[config.mk]
export PLATFORM = sky130hd
export DESIGN_NAME = inst_encoder
export DESIGN_NICKNAME = d
export VERILOG_FILES = /design/src/rtl/inst_encoder.sv
export SDC_FILE = /design/constraint.sdc
export NUM_CORES = 1
export LEC_CHECK = 0
export CAP_MARGIN = 20
export CORE_ASPECT_RATIO = 0.6
export CORE_MARGIN = 2
export CORE_UTILIZATION = 56
export CTS_CLUSTER_SIZE = 20
export DETAILED_ROUTE_END_ITERATION = 8
export PLACE_DENSITY = 0.85
export SETUP_SLACK_MARGIN = 0.02
export SYNTH_ARGS = -nofsm -noshare
export SYNTH_HDL_FRONTEND = slang
export SYNTH_SLANG_ARGS = --single-unit
[constraint.sdc]
create_clock -name clk_i -period 6.39 [get_ports clk_i]
set_input_delay 1.278 -clock clk_i [delete_from_list [all_inputs] [get_ports clk_i]]
set_output_delay 1.278 -clock clk_i [all_outputs]
set_load 0.02 [all_outputs]
[src/rtl/inst_encoder.sv]
// rtl/inst_encoder.sv - instruction word encoder with range check, output FIFO and address counter (option: ENC_ROUNDTRIP_CHK_EN)
module inst_encoder #(
    parameter int          DEPTH     = 4,
    parameter logic [31:0] BASE_ADDR = 32'h0000_0000
) (
    input  logic        clk_i,
    input  logic        rst_i,
    input  logic        clear_i,
    input  logic        req_valid_i,
    output logic        req_ready_o,
    input  logic [1:0]  type_i,
    input  logic [4:0]  rd_i,
    input  logic [4:0]  rs1_i,
    input  logic [4:0]  rs2_i,
    input  logic [2:0]  funct3_i,
    input  logic [31:0] imm_i,
    output logic        inst_valid_o,
    input  logic        inst_ready_i,
    output logic [31:0] inst_o,
    output logic [31:0] addr_o,
`ifdef ENC_ROUNDTRIP_CHK_EN
    output logic        chk_fail_o,
`endif
    output logic        err_o
);

    localparam int          AW     = (DEPTH > 1) ? $clog2(DEPTH) : 1;
    localparam logic [AW:0] L_FULL = (AW + 1)'(DEPTH);

    logic [31:0]       r_mem [DEPTH];
    logic [AW-1:0]     r_wr_ptr;
    logic [AW-1:0]     r_rd_ptr;
    logic [AW:0]       r_count;
    logic [31:0]       r_addr;
    logic              r_err;

    logic              w_accept;
    logic              w_push;
    logic              w_pop;
    logic              w_imm_ok;
    logic [6:0]        w_opcode;
    logic [31:0]       w_word;
    logic signed [31:0] w_imm_s;

    assign w_imm_s      = imm_i;
    assign req_ready_o  = (r_count < L_FULL) && !clear_i;
    assign w_accept     = req_valid_i && req_ready_o;
    assign w_push       = w_accept && w_imm_ok;
    assign inst_valid_o = (r_count != '0);
    assign w_pop        = inst_valid_o && inst_ready_i && !clear_i;
    assign inst_o       = inst_valid_o ? r_mem[r_rd_ptr] : 32'h0;
    assign addr_o       = r_addr;
    assign err_o        = r_err;

    // Range-check the immediate and pack the fields into the layout for the request type
    always_comb begin
        w_opcode = 7'b0010011;
        w_word   = 32'h0;
        w_imm_ok = 1'b0;
        case (type_i)
            2'd0: begin
                w_opcode = 7'b0010011;
                w_imm_ok = (w_imm_s >= -32'sd2048) && (w_imm_s <= 32'sd2047);
                w_word   = {imm_i[11:0], rs1_i, funct3_i, rd_i, w_opcode};
            end
            2'd1: begin
                w_opcode = 7'b0000011;
                w_imm_ok = (w_imm_s >= -32'sd2048) && (w_imm_s <= 32'sd2047);
                w_word   = {imm_i[11:0], rs1_i, funct3_i, rd_i, w_opcode};
            end
            2'd2: begin
                w_opcode = 7'b0100011;
                w_imm_ok = (w_imm_s >= -32'sd2048) && (w_imm_s <= 32'sd2047);
                w_word   = {imm_i[11:5], rs2_i, rs1_i, funct3_i, imm_i[4:0], w_opcode};
            end
            default: begin
                w_opcode = 7'b1100011;
                w_imm_ok = (w_imm_s >= -32'sd4096) && (w_imm_s <= 32'sd4094) && !imm_i[0];
                w_word   = {imm_i[12], imm_i[10:5], rs2_i, rs1_i, funct3_i,
                            imm_i[4:1], imm_i[11], w_opcode};
            end
        endcase
    end

    // FIFO storage; entries beyond the count are never observed so no reset is needed
    always_ff @(posedge clk_i) begin
        if (w_push) begin
            r_mem[r_wr_ptr] <= w_word;
        end
    end

    // Pointers, occupancy, address counter and sticky range error
    always_ff @(posedge clk_i or negedge rst_i) begin
        if (!rst_i) begin
            r_wr_ptr <= '0;
            r_rd_ptr <= '0;
            r_count  <= '0;
            r_addr   <= BASE_ADDR;
            r_err    <= 1'b0;
        end else if (clear_i) begin
            r_wr_ptr <= '0;
            r_rd_ptr <= '0;
            r_count  <= '0;
            r_addr   <= BASE_ADDR;
            r_err    <= 1'b0;
        end else begin
            if (w_push) begin
                r_wr_ptr <= r_wr_ptr + AW'(1);
            end
            if (w_pop) begin
                r_rd_ptr <= r_rd_ptr + AW'(1);
                r_addr   <= r_addr + 32'd4;
            end
            case ({w_push, w_pop})
                2'b10:   r_count <= r_count + (AW + 1)'(1);
                2'b01:   r_count <= r_count - (AW + 1)'(1);
                default: r_count <= r_count;
            endcase
            if (w_accept && !w_imm_ok) begin
                r_err <= 1'b1;
            end
        end
    end

`ifdef ENC_ROUNDTRIP_CHK_EN
    logic [31:0] w_dec_imm;
    logic [31:0] w_exp_imm;
    logic        r_chk_fail;

    assign chk_fail_o = r_chk_fail;

    // Decode the packed word back the way the immediate generator would
    always_comb begin
        w_dec_imm = 32'h0;
        w_exp_imm = imm_i;
        case (type_i)
            2'd0, 2'd1: w_dec_imm = {{20{w_word[31]}}, w_word[31:20]};
            2'd2:       w_dec_imm = {{20{w_word[31]}}, w_word[31:25], w_word[11:7]};
            default: begin
                w_dec_imm = {{20{w_word[31]}}, w_word[31], w_word[7], w_word[30:25], w_word[11:8]};
                w_exp_imm = {{20{imm_i[12]}}, imm_i[12:1]};
            end
        endcase
    end

    // Sticky flag for any pushed word whose immediate does not survive the round trip
    always_ff @(posedge clk_i or negedge rst_i) begin
        if (!rst_i) begin
            r_chk_fail <= 1'b0;
        end else if (clear_i) begin
            r_chk_fail <= 1'b0;
        end else if (w_push && (w_dec_imm != w_exp_imm)) begin
            r_chk_fail <= 1'b1;
        end
    end
`endif

endmodule

==> reports/metrics.csv <==
metric,value,unit
initial_core_util,58.0,%
synth_edf_count,112,
path_class,in -> out,
wl_per_cell,20.9,µm
hpwl,9350,µm
maxSlewViolCount,0,
cts_inserted_buffers,17,
yosysUniqueCellTypes,48,
drive_gt1_share,15.0,%
fin_nets,624,
finalSetupViolations,0,
grt-ovfl-total,0,
place_area,0.00792,mm²
cpLargestDelayFamily,buffers and inverters,
cpMostUsedCell,clkdlybuf4s50_1,
antenna_found_initial,0,
max_stage_delay,0.57,ns
tightest_slew,1.03,ns
ctsRootBufferMaster,clkbuf_16,
port_buffers,119,
ys.flop_type,edfxtp_1,
ctsHoldBuffers,0,
drc,0,
power.total,2160,µW
gp_congestion,0.824,
grtUsageMet3,6.71,%
maxCapViolCount,0,
crit_required,5.11,ns
power-per-cell-area,252,mW/mm²
relSlewSlack,31.6,%
fmax,241,MHz
crit_path_cell_trace,"clkdlybuf4s50_1, buf_4, nor2_1, clkdlybuf4s50_1",
postCtsSetupBuffers,0,
yosys_warnings,0,
first_pass_iters,5,
cp-start-kind,primary input,
htreeDepth,4,
cts_resized,0,
clk_transition_reported_paths,0.06,ns
cts_tree,yes,
area_delta_synth_final,29.2,%
p_leak,0.00296,µW
fp.dieW,144,µm
track_usage,25.5,%
postSynth.asyncResetShare,25.3,%
holdCritPathClass,reg -> reg,
status,"finished, final reports clean",
grt_pass1_wl,23700,µm
vias,4300,
clockBufferDepth,2,
cp-end-kind,output pin,
hold_viol,0,
busiest_layer,met2,
wl,15300,µm
use_met2,43.0,%
vias_per_cell,5.87,
cp_data_arrival_time,2.87,ns
design.core.area,0.0114,mm²
ioPinCount,124,
syn_area_per_cell,15.0,µm²
crit_buf_inv,3,
cp_max_fo,46,
num_antenna_cells,0,
max-vdd-ir-drop,0.000207,V
cts_num_sinks,150,
synth_area,0.00662,mm²
die_height,88.2,µm
grt_pass1_vias,4495,
period_minus_slack,4.14,ns
grt_use_met1,32.6,%
rows,30,
synthCells,441,
insertion_delay,0.41,ns
grt_setup_unrepaired,no,
die_area,0.0127,mm²
cp_slowest_cell,clkdlybuf4s50_1,
finalCritPeriodShare,64.8,%
finalSetupTns,0,ns
fin_area,0.00855,mm²
grt_max_degree,47,
r2r_setup_slack,4.00,ns
yosys_register_bits,150,
skew,0.0110,ns
drtIter0Drc,380,
detail-route-antenna-nets,0,
ys_seq_area_share,65.2,%
==> state kept, by name, summed over array words and instances (netlist names) <==
name / cells
addr_o: 30
r_wr_ptr: 2
r_rd_ptr: 2
r_count: 3
r_mem: 112
err_o: 1
==> kinds of logic (layout without fill, tap and decap cells) <==
logic type                 Yosys count  after routing  synth area share (%)
muxes                               38             38                  11.2
DFF                                150            150                  65.2
AOI/OAI and AO/OA                   28             28                  2.97
buffers and inverters               35            163                  2.68
adders and majority gates            6              6                  1.25
other                                1              4                0.0567
and+or+nand+nor                    156            156                  13.1
xor gates and xnor gates            27             27                  3.57
==> per-stage QoR <==
step	worst slack (ns)	std cells	hold slack [ns]	utilization (%)
after detailed placement	2.05	701	0.516	69.4
after CTS	2.19	731	0.533	74.7
after global routing	2.14	732	0.558	74.9
after floorplan	3.01	444	0.556	-
after global placement	2.20	701	0.518	69.4
final	2.25	732	0.543	74.9
==> layout make-up <==
cell class / instances / area (µm²)
tap: 160 / 200
clock inverter: 13 / 181
multi-input combinational: 259 / 2140
sequential: 150 / 4320
timing repair buffer: 127 / 1270
clock buffer: 17 / 425
inverter: 6 / 22.5
fill: 676 / 2860
==> final timing paths <==
path                            start     endpoint  cells past startpoint
max                           clear_i  req_ready_o                      4
min                             err_o        err_o                      2
max reg2reg                r_count[0]   addr_o[31]                      5
min reg2reg                     err_o        err_o                      2
max in group asynchronous       rst_i  r_rd_ptr[0]                      1
min in group asynchronous       rst_i   addr_o[28]                      1
==> per-layer routing <==
metal	up-vias	share of wire [%]
li1	1901	-
met1	2157	39
met2	212	51
met3	30	8.1
met4	0	2.0
met5	-	0
==> report_power, final <==
part / total [µW] / internal [µW] / switching [µW]
sequential: 1050 / 1050 / 0.336
combinational: 78.4 / 39.0 / 39.4
clock: 1030 / 648 / 377
total: 2160 / 1740 / 417
==> cell usage after synthesis, drive strengths merged, types with 7 or more instances <==
master | number | area [µm²]
and2 | 31 | 194
nand2 | 17 | 63.8
xor2 | 23 | 201
a21oi | 8 | 40.0
nor2 | 35 | 131
dfrtp | 38 | 951
mux2 | 9 | 101
nor3 | 7 | 51.3
buf | 16 | 106
nand4 | 21 | 138
edfxtp | 112 | 3360
clkbuf | 13 | 48.8
and3 | 10 | 68.8
mux4 | 28 | 631
nand3 | 17 | 85.1
==> cell usage in the layout, fill, tap and decap left out, types with 2 or more instances in the layout <==
master and n:
nor2_1 35, conb_1 4, clkinvlp_4 4, clkinv_2 2, nor3b_1 6, nand4_1 20, and2_1 31, dfrtp_1 37
o211ai_1 2, nor4_1 5, o22ai_1 2, o21ai_0 6, ha_1 5, clkdlybuf4s50_1 118, nand3_1 17, inv_1 6
inv_6 2, nand2_1 17, buf_4 7, and3_1 8, bufinv_16 4, edfxtp_1 112, xor2_1 23, a31oi_1 2
nor3_1 5, mux4_2 28, mux2_2 9, or3_1 3, xnor2_1 4, clkbuf_16 17, a21oi_1 8
==> worst register-to-register path: stages, from the launching register on <==
cell,delay (ns)
dfrtp_1,0.52
o31ai_4,0.21
nor3_2,0.82
nand2_1,0.18
or4_1,0.43
a21oi_1,0.15
Note: power is estimated with default switching activity, not from simulation.
